[config.mk]
export PLATFORM = sky130hd
export DESIGN_NAME = arith_sfr
export DESIGN_NICKNAME = d
export VERILOG_FILES = /design/src/rtl/arith_sfr.sv
export SDC_FILE = /design/constraint.sdc
export NUM_CORES = 1
export LEC_CHECK = 0
export BUFFER_PORTS_ARGS = -buffer_cell sky130_fd_sc_hd__buf_4
export CELL_PAD_IN_SITES_DETAIL_PLACEMENT = 0
export CELL_PAD_IN_SITES_GLOBAL_PLACEMENT = 1
export CORE_AREA = 5 5 342 210
export CTS_BUF_LIST = sky130_fd_sc_hd__clkbuf_8 sky130_fd_sc_hd__clkbuf_16
export CTS_CLUSTER_DIAMETER = 30
export CTS_CLUSTER_SIZE = 12
export DETAILED_ROUTE_END_ITERATION = 12
export DIE_AREA = 0 0 347 215
export PLACE_DENSITY = 0.54
export SLEW_MARGIN = 25
export SYNTH_ARGS = -nofsm -noshare
export SYNTH_HDL_FRONTEND = slang
export SYNTH_SLANG_ARGS = --single-unit
[constraint.sdc]
create_clock -name i_clk -period 6.53 [get_ports i_clk]
set_clock_uncertainty 0.1 [all_clocks]
set_input_delay 0 -clock i_clk [delete_from_list [all_inputs] [get_ports i_clk]]
set_output_delay 0 -clock i_clk [all_outputs]
set_load 0.05 [all_outputs]
[src/rtl/arith_sfr.sv]
// ---------------------------------------------------------------------------
// arith_sfr: multi-channel arithmetic SFR bank.
//
// Holds CH independent SIZE-bit accumulators. Each one can be loaded, added to
// or subtracted from (wrap or saturate), with sticky carry/borrow flags. A
// multi-cycle REPSUB command divides a channel in place by repeated
// subtraction: the remainder stays in the channel and the quotient goes to
// o_quot.
//
// Ports:
//   i_clk        system clock, rising edge
//   i_rst        synchronous active-high reset, priority over any command
//   i_cmd_valid  command present
//   o_cmd_ready  command can be accepted this cycle (IDLE and not in reset)
//   i_cmd_op     000 NOP, 001 LOAD, 010 ADD, 011 SUB, 100 CLRFLAG, 101 REPSUB
//   i_cmd_ch     target channel
//   i_cmd_data   load value or add/sub/step operand
//   i_sat_en     saturating mode for ADD/SUB, sampled on accept
//   i_rd_ch      read-port channel select
//   o_rd_data    Q[i_rd_ch], combinational, 0 for an out-of-range channel
//   o_zero       per-channel Q==0 flag, combinational
//   o_carry      sticky ADD-overflow flag per channel
//   o_borrow     sticky SUB-underflow flag per channel
//   o_err        sticky error flag
//   o_busy       REPSUB in progress
//   o_done       one-cycle pulse when REPSUB completes
//   o_quot       quotient of the last completed REPSUB
// ---------------------------------------------------------------------------
module arith_sfr #(
    parameter int unsigned SIZE = 32,
    parameter int unsigned CH   = 4,
    parameter int unsigned CHW  = 2
) (
    input  logic            i_clk,
    input  logic            i_rst,
    input  logic            i_cmd_valid,
    output logic            o_cmd_ready,
    input  logic [2:0]      i_cmd_op,
    input  logic [CHW-1:0]  i_cmd_ch,
    input  logic [SIZE-1:0] i_cmd_data,
    input  logic            i_sat_en,
    input  logic [CHW-1:0]  i_rd_ch,
    output logic [SIZE-1:0] o_rd_data,
    output logic [CH-1:0]   o_zero,
    output logic [CH-1:0]   o_carry,
    output logic [CH-1:0]   o_borrow,
    output logic            o_err,
    output logic            o_busy,
    output logic            o_done,
    output logic [SIZE-1:0] o_quot
);

    localparam logic [0:0] ST_IDLE   = 1'b0;
    localparam logic [0:0] ST_REPEAT = 1'b1;

    localparam logic [2:0] OP_NOP     = 3'b000;
    localparam logic [2:0] OP_LOAD    = 3'b001;
    localparam logic [2:0] OP_ADD     = 3'b010;
    localparam logic [2:0] OP_SUB     = 3'b011;
    localparam logic [2:0] OP_CLRFLAG = 3'b100;
    localparam logic [2:0] OP_REPSUB  = 3'b101;

    // State registers
    logic [0:0]      r_state;
    logic [SIZE-1:0] r_q [CH];
    logic [CH-1:0]   r_carry;
    logic [CH-1:0]   r_borrow;
    logic            r_err;
    logic [SIZE-1:0] r_quot;
    logic            r_zdone;   // done pulse for a zero-step REPSUB
    logic [CHW-1:0]  r_rep_ch;
    logic [SIZE-1:0] r_step;

    // Next-state values
    logic [0:0]      w_state_d;
    logic [SIZE-1:0] w_q_d [CH];
    logic [CH-1:0]   w_carry_d;
    logic [CH-1:0]   w_borrow_d;
    logic            w_err_d;
    logic [SIZE-1:0] w_quot_d;
    logic            w_zdone_d;
    logic [CHW-1:0]  w_rep_ch_d;
    logic [SIZE-1:0] w_step_d;

    // Decode helpers
    logic            w_accept;
    logic [CH-1:0]   w_cmd_sel;
    logic            w_cmd_ch_ok;
    logic            w_op_illegal;
    logic [SIZE-1:0] w_cmd_q;
    logic [SIZE-1:0] w_rep_q;
    logic            w_rep_ge;
    logic [SIZE:0]   w_sum;
    logic [SIZE-1:0] w_diff;
    logic            w_under;

    assign o_cmd_ready  = (r_state == ST_IDLE) & ~i_rst;
    assign w_accept     = i_cmd_valid & o_cmd_ready;
    assign w_op_illegal = (i_cmd_op == 3'b110) | (i_cmd_op == 3'b111);

    // Channel decode by comparison so CHW wider than clog2(CH) stays safe.
    always_comb begin
        w_cmd_sel = '0;
        w_cmd_q   = '0;
        w_rep_q   = '0;
        o_rd_data = '0;
        for (int i = 0; i < CH; i++) begin
            if (i_cmd_ch == CHW'(i)) begin
                w_cmd_sel[i] = 1'b1;
                w_cmd_q      = r_q[i];
            end
            if (r_rep_ch == CHW'(i)) begin
                w_rep_q = r_q[i];
            end
            if (i_rd_ch == CHW'(i)) begin
                o_rd_data = r_q[i];
            end
        end
    end

    assign w_cmd_ch_ok = |w_cmd_sel;
    assign w_rep_ge    = (w_rep_q >= r_step);
    assign w_sum       = {1'b0, w_cmd_q} + {1'b0, i_cmd_data};
    assign w_diff      = w_cmd_q - i_cmd_data;
    assign w_under     = (i_cmd_data > w_cmd_q);

    always_comb begin
        w_state_d  = r_state;
        for (int i = 0; i < CH; i++) begin
            w_q_d[i] = r_q[i];
        end
        w_carry_d  = r_carry;
        w_borrow_d = r_borrow;
        w_err_d    = r_err;
        w_quot_d   = r_quot;
        w_zdone_d  = 1'b0;
        w_rep_ch_d = r_rep_ch;
        w_step_d   = r_step;

        if (r_state == ST_REPEAT) begin
            if (w_rep_ge) begin
                for (int i = 0; i < CH; i++) begin
                    if (r_rep_ch == CHW'(i)) begin
                        w_q_d[i] = w_rep_q - r_step;
                    end
                end
                w_quot_d = r_quot + SIZE'(1);
            end else begin
                w_state_d = ST_IDLE;
            end
        end else if (w_accept) begin
            if (w_op_illegal || ((i_cmd_op != OP_NOP) && !w_cmd_ch_ok)) begin
                w_err_d = 1'b1;
            end else begin
                for (int i = 0; i < CH; i++) begin
                    if (w_cmd_sel[i]) begin
                        case (i_cmd_op)
                            OP_LOAD: begin
                                w_q_d[i] = i_cmd_data;
                            end
                            OP_ADD: begin
                                if (w_sum[SIZE]) begin
                                    w_carry_d[i] = 1'b1;
                                end
                                w_q_d[i] = (i_sat_en && w_sum[SIZE]) ? '1 : w_sum[SIZE-1:0];
                            end
                            OP_SUB: begin
                                if (w_under) begin
                                    w_borrow_d[i] = 1'b1;
                                end
                                w_q_d[i] = (i_sat_en && w_under) ? '0 : w_diff;
                            end
                            OP_CLRFLAG: begin
                                w_carry_d[i]  = 1'b0;
                                w_borrow_d[i] = 1'b0;
                            end
                            default: begin
                            end
                        endcase
                    end
                end
                case (i_cmd_op)
                    OP_CLRFLAG: begin
                        w_err_d = 1'b0;
                    end
                    OP_REPSUB: begin
                        w_rep_ch_d = i_cmd_ch;
                        w_step_d   = i_cmd_data;
                        w_quot_d   = '0;
                        if (i_cmd_data == '0) begin
                            // Division by zero: flag it and finish at once.
                            w_err_d   = 1'b1;
                            w_zdone_d = 1'b1;
                        end else begin
                            w_state_d = ST_REPEAT;
                        end
                    end
                    default: begin
                    end
                endcase
            end
        end
    end

    always_ff @(posedge i_clk) begin
        if (i_rst) begin
            r_state  <= ST_IDLE;
            for (int i = 0; i < CH; i++) begin
                r_q[i] <= '0;
            end
            r_carry  <= '0;
            r_borrow <= '0;
            r_err    <= 1'b0;
            r_quot   <= '0;
            r_zdone  <= 1'b0;
            r_rep_ch <= '0;
            r_step   <= '0;
        end else begin
            r_state  <= w_state_d;
            for (int i = 0; i < CH; i++) begin
                r_q[i] <= w_q_d[i];
            end
            r_carry  <= w_carry_d;
            r_borrow <= w_borrow_d;
            r_err    <= w_err_d;
            r_quot   <= w_quot_d;
            r_zdone  <= w_zdone_d;
            r_rep_ch <= w_rep_ch_d;
            r_step   <= w_step_d;
        end
    end

    always_comb begin
        for (int i = 0; i < CH; i++) begin
            o_zero[i] = (r_q[i] == '0);
        end
    end

    // The final REPEAT cycle (remainder below step) is the done cycle, so
    // busy covers it and the FSM is back in IDLE on the following cycle.
    assign o_busy   = (r_state == ST_REPEAT);
    assign o_done   = r_zdone | ((r_state == ST_REPEAT) & ~w_rep_ge);
    assign o_carry  = r_carry;
    assign o_borrow = r_borrow;
    assign o_err    = r_err;
    assign o_quot   = r_quot;

endmodule

==> qor.txt <==
Status - finished clean
Sink Count - 205
Cell Area, Synth - 16,900 um^2
Fin util - 29.5%
Die area - 74,600 um^2
Worst slack, placed - 871 ps
Htree depth - 2
Share of the synthesized area in the top cell type - 24.3%
IO Pins - 123
Syn Area/Cell - 8.15 um^2
Non-filler cells, final - 3,116
Max-slew headroom - 26.2%
CP required - 6860 ps
CP top delay family - compound AO/OA/AOI/OAI gates
Post-synth EDFFs - 0
DR vias - 17,200
FMAX - 170 MHz
Final min period - 5870 ps
TNS Setup - 0 ps
Hold crit path type - in -> reg
Primary FF master, synth - dfxtp_1
Layout area overhead - 20.0%
Largest net degree at the start of global routing - 58
CP bufs+invs - 1
# port buffers - 122
Drt pass-1 iters - 5
GPL Wtd Cong - 0.938
Worst Tran Pin Value - 1110 ps
Final worst-path cycle share - 89.8%
Clk Tree Root Cell - clkbuf_16
Cells after DPL - 3,014
Startpoint types - flip-flop
GRT Total Usage - 19.8%
ANT nets after route - 0
Register area - 4110 um^2
Post-CTS Setup Inserts - 0
Vias in the first global route - 16,500
Syn_nets - 2,215
Worst path arrival time - 6190 ps
Max Cap Violations - 0
Cell taking the most area after synthesis - dfxtp_1
Worst setup margin - 664 ps
Final Hold Violating Endpoints - 0
Initial antenna violation count - 0
Lkg Pwr - 0.00798 uW
Routed wire length - 76.6 mm
Synth top area cells - dfxtp_1, mux4_2, a21oi_1
CTS tree - done
# setup viols final - 0
Mapped Cells - 2,072
Vias per cell - 5.51
Slew Viols, Final - 0
# DRC - 0
Layout Nets - 2,308
Critical Path, Cell by Cell - mux4_2 -> ha_1 -> and4_1 -> nand3_1 -> a211oi_1 -> o311ai_1 -> o211ai_1 -> nand2_2 -> o31ai_1 -> nand2_1 -> buf_12 -> and3_1 -> a21o_1
Core area - 68,700 um^2
Endpoint class of the critical path - flip-flop
CTS resizes - 0
Filler cell count - 7,393
Critical path peak fanout - 37
Clk_lat worst skew - 550 ps
Clock transition at the registers of the reported paths - 60 ps
RSZ-0062 raised after global routing - no
Multi-input gate area - 11,800 um^2
HPWL Detailed - 59.5 mm
Max stage delay on crit path - 1030 ps
Peak VDD IR - 129 uV
GRT overflow - 0
Wirelength per Cell - 24.6 um
# rows - 75
TritonCTS buffer count - 35
Critical Setup Path Class - reg -> reg
Antenna diode count - 0
Layout cells sized above 1 - 16.2%
Clock Tree Buf Depth - 3
Post-synth ARST share - 0%
First-pass GRT wire length - 112 mm
Die Ht - 215 um
Synth warn - 0
Distinct cells, synth - 90
Sequential-to-total area share from yosys stat - 24.3%
Register bit count reported by yosys - 205
P per Cell Area - 202 nW/um^2
Post-synth top cells - a21oi_1, dfxtp_1, nand2_1
Die X - 347 um
Initial drt markers - 1,692
CP max-delay cell - dfxtp_2
Initial Util - 24.6%
Most frequent cell after synthesis - a21oi_1
==> path summary, 6_finish.rpt <==
| check | start | endpoint | slack (ps) | cells past startpoint |
|---|---|---|---|---|
| hold / removal | i_cmd_op[1] | o_err | 80 | 3 |
| setup reg to reg | r_rep_ch[0] | r_q[0][17] | 660 | 13 |
| hold reg to reg | r_step[27] | r_step[27] | 360 | 2 |
| setup / recovery | r_rep_ch[0] | r_q[0][17] | 660 | 13 |
==> report_power, final <==
| part | internal [uW] | switching [uW] |
|---|---|---|
| logic | 295 | 561 |
| registers | 1270 | 23.1 |
| clock network | 1250 | 710 |
==> per-stage QoR <==
step | total power, uW | hold WS [ps] | cell area [um^2]
finish | 4100 | 81.7 | 20300
global route | 4270 | 204 | 20300
CTS | 4140 | 93.1 | 20300
detailed placement | 2140 | 202 | 18700
global placement | 2140 | 196 | 18700
floorplan | 1850 | 36.0 | 16900
==> sequential cells by signal (all words and copies together), names as in the netlist <==
name / cells
o_err: 1
o_borrow: 4
r_zdone: 1
o_busy: 1
o_carry: 4
r_step: 32
r_rep_ch: 2
o_quot: 32
r_q: 128
==> per-layer routing <==
layer	GRT usage (%)	share of wire [%]	vias to the layer above
met1	29.4	49	8454
met4	3.91	2.0	2
met2	27.7	40	688
met3	6.29	9.2	95
li1	-	-	7931
met5	1.21	0.061	-
==> worst min-delay path, cell delays in order <==
cell and delay (ps):
buf_4 130, o211ai_1 230, a221oi_1 290
==> layout make-up <==
cell class | instances | area share (%)
clock inverter | 25 | 1.43
tap | 924 | 5.70
timing repair buffer | 196 | 7.79
sequential | 205 | 20.3
multi-input combinational | 1616 | 58.1
inverter | 111 | 2.06
clock buffer | 39 | 4.65
==> cells in the final DEF (no fill, tap or decap), types with 52 or more instances in the layout <==
master / Yosys / layout
a21oi_1: 273 / 273
nor3_1: 59 / 59
buf_4: 1 / 157
mux4_2: 96 / 96
nand2_1: 205 / 204
dfxtp_1: 205 / 202
nand3_1: 64 / 64
a21o_1: 60 / 60
xnor2_1: 55 / 55
nor2_1: 111 / 111
inv_1: 109 / 111
nor4_1: 52 / 52
ha_1: 97 / 97
o21ai_0: 129 / 129
==> repair_timing <==
item	CTS	global route
endpoints found under the setup margin	0	0
hold buffers	38	0
endpoints found under the hold margin	102	0
==> kinds of logic (layout without fill, tap and decap cells) <==
| logic type | after synthesis | count (layout) | share of synthesized area, % |
|---|---|---|---|
| AO/OA/AOI/OAI | 682 | 682 | 25.8 |
| AND/OR/NAND/NOR | 646 | 646 | 18.7 |
| buffers and inverters | 251 | 371 | 6.04 |
| flip-flops | 205 | 205 | 24.3 |
| adder cells (fa/ha/maj) | 100 | 100 | 7.54 |
| multiplexers | 100 | 100 | 13.0 |
| XOR/XNOR | 88 | 88 | 4.56 |
No activity file was read; power rests on OpenSTA's default activity.
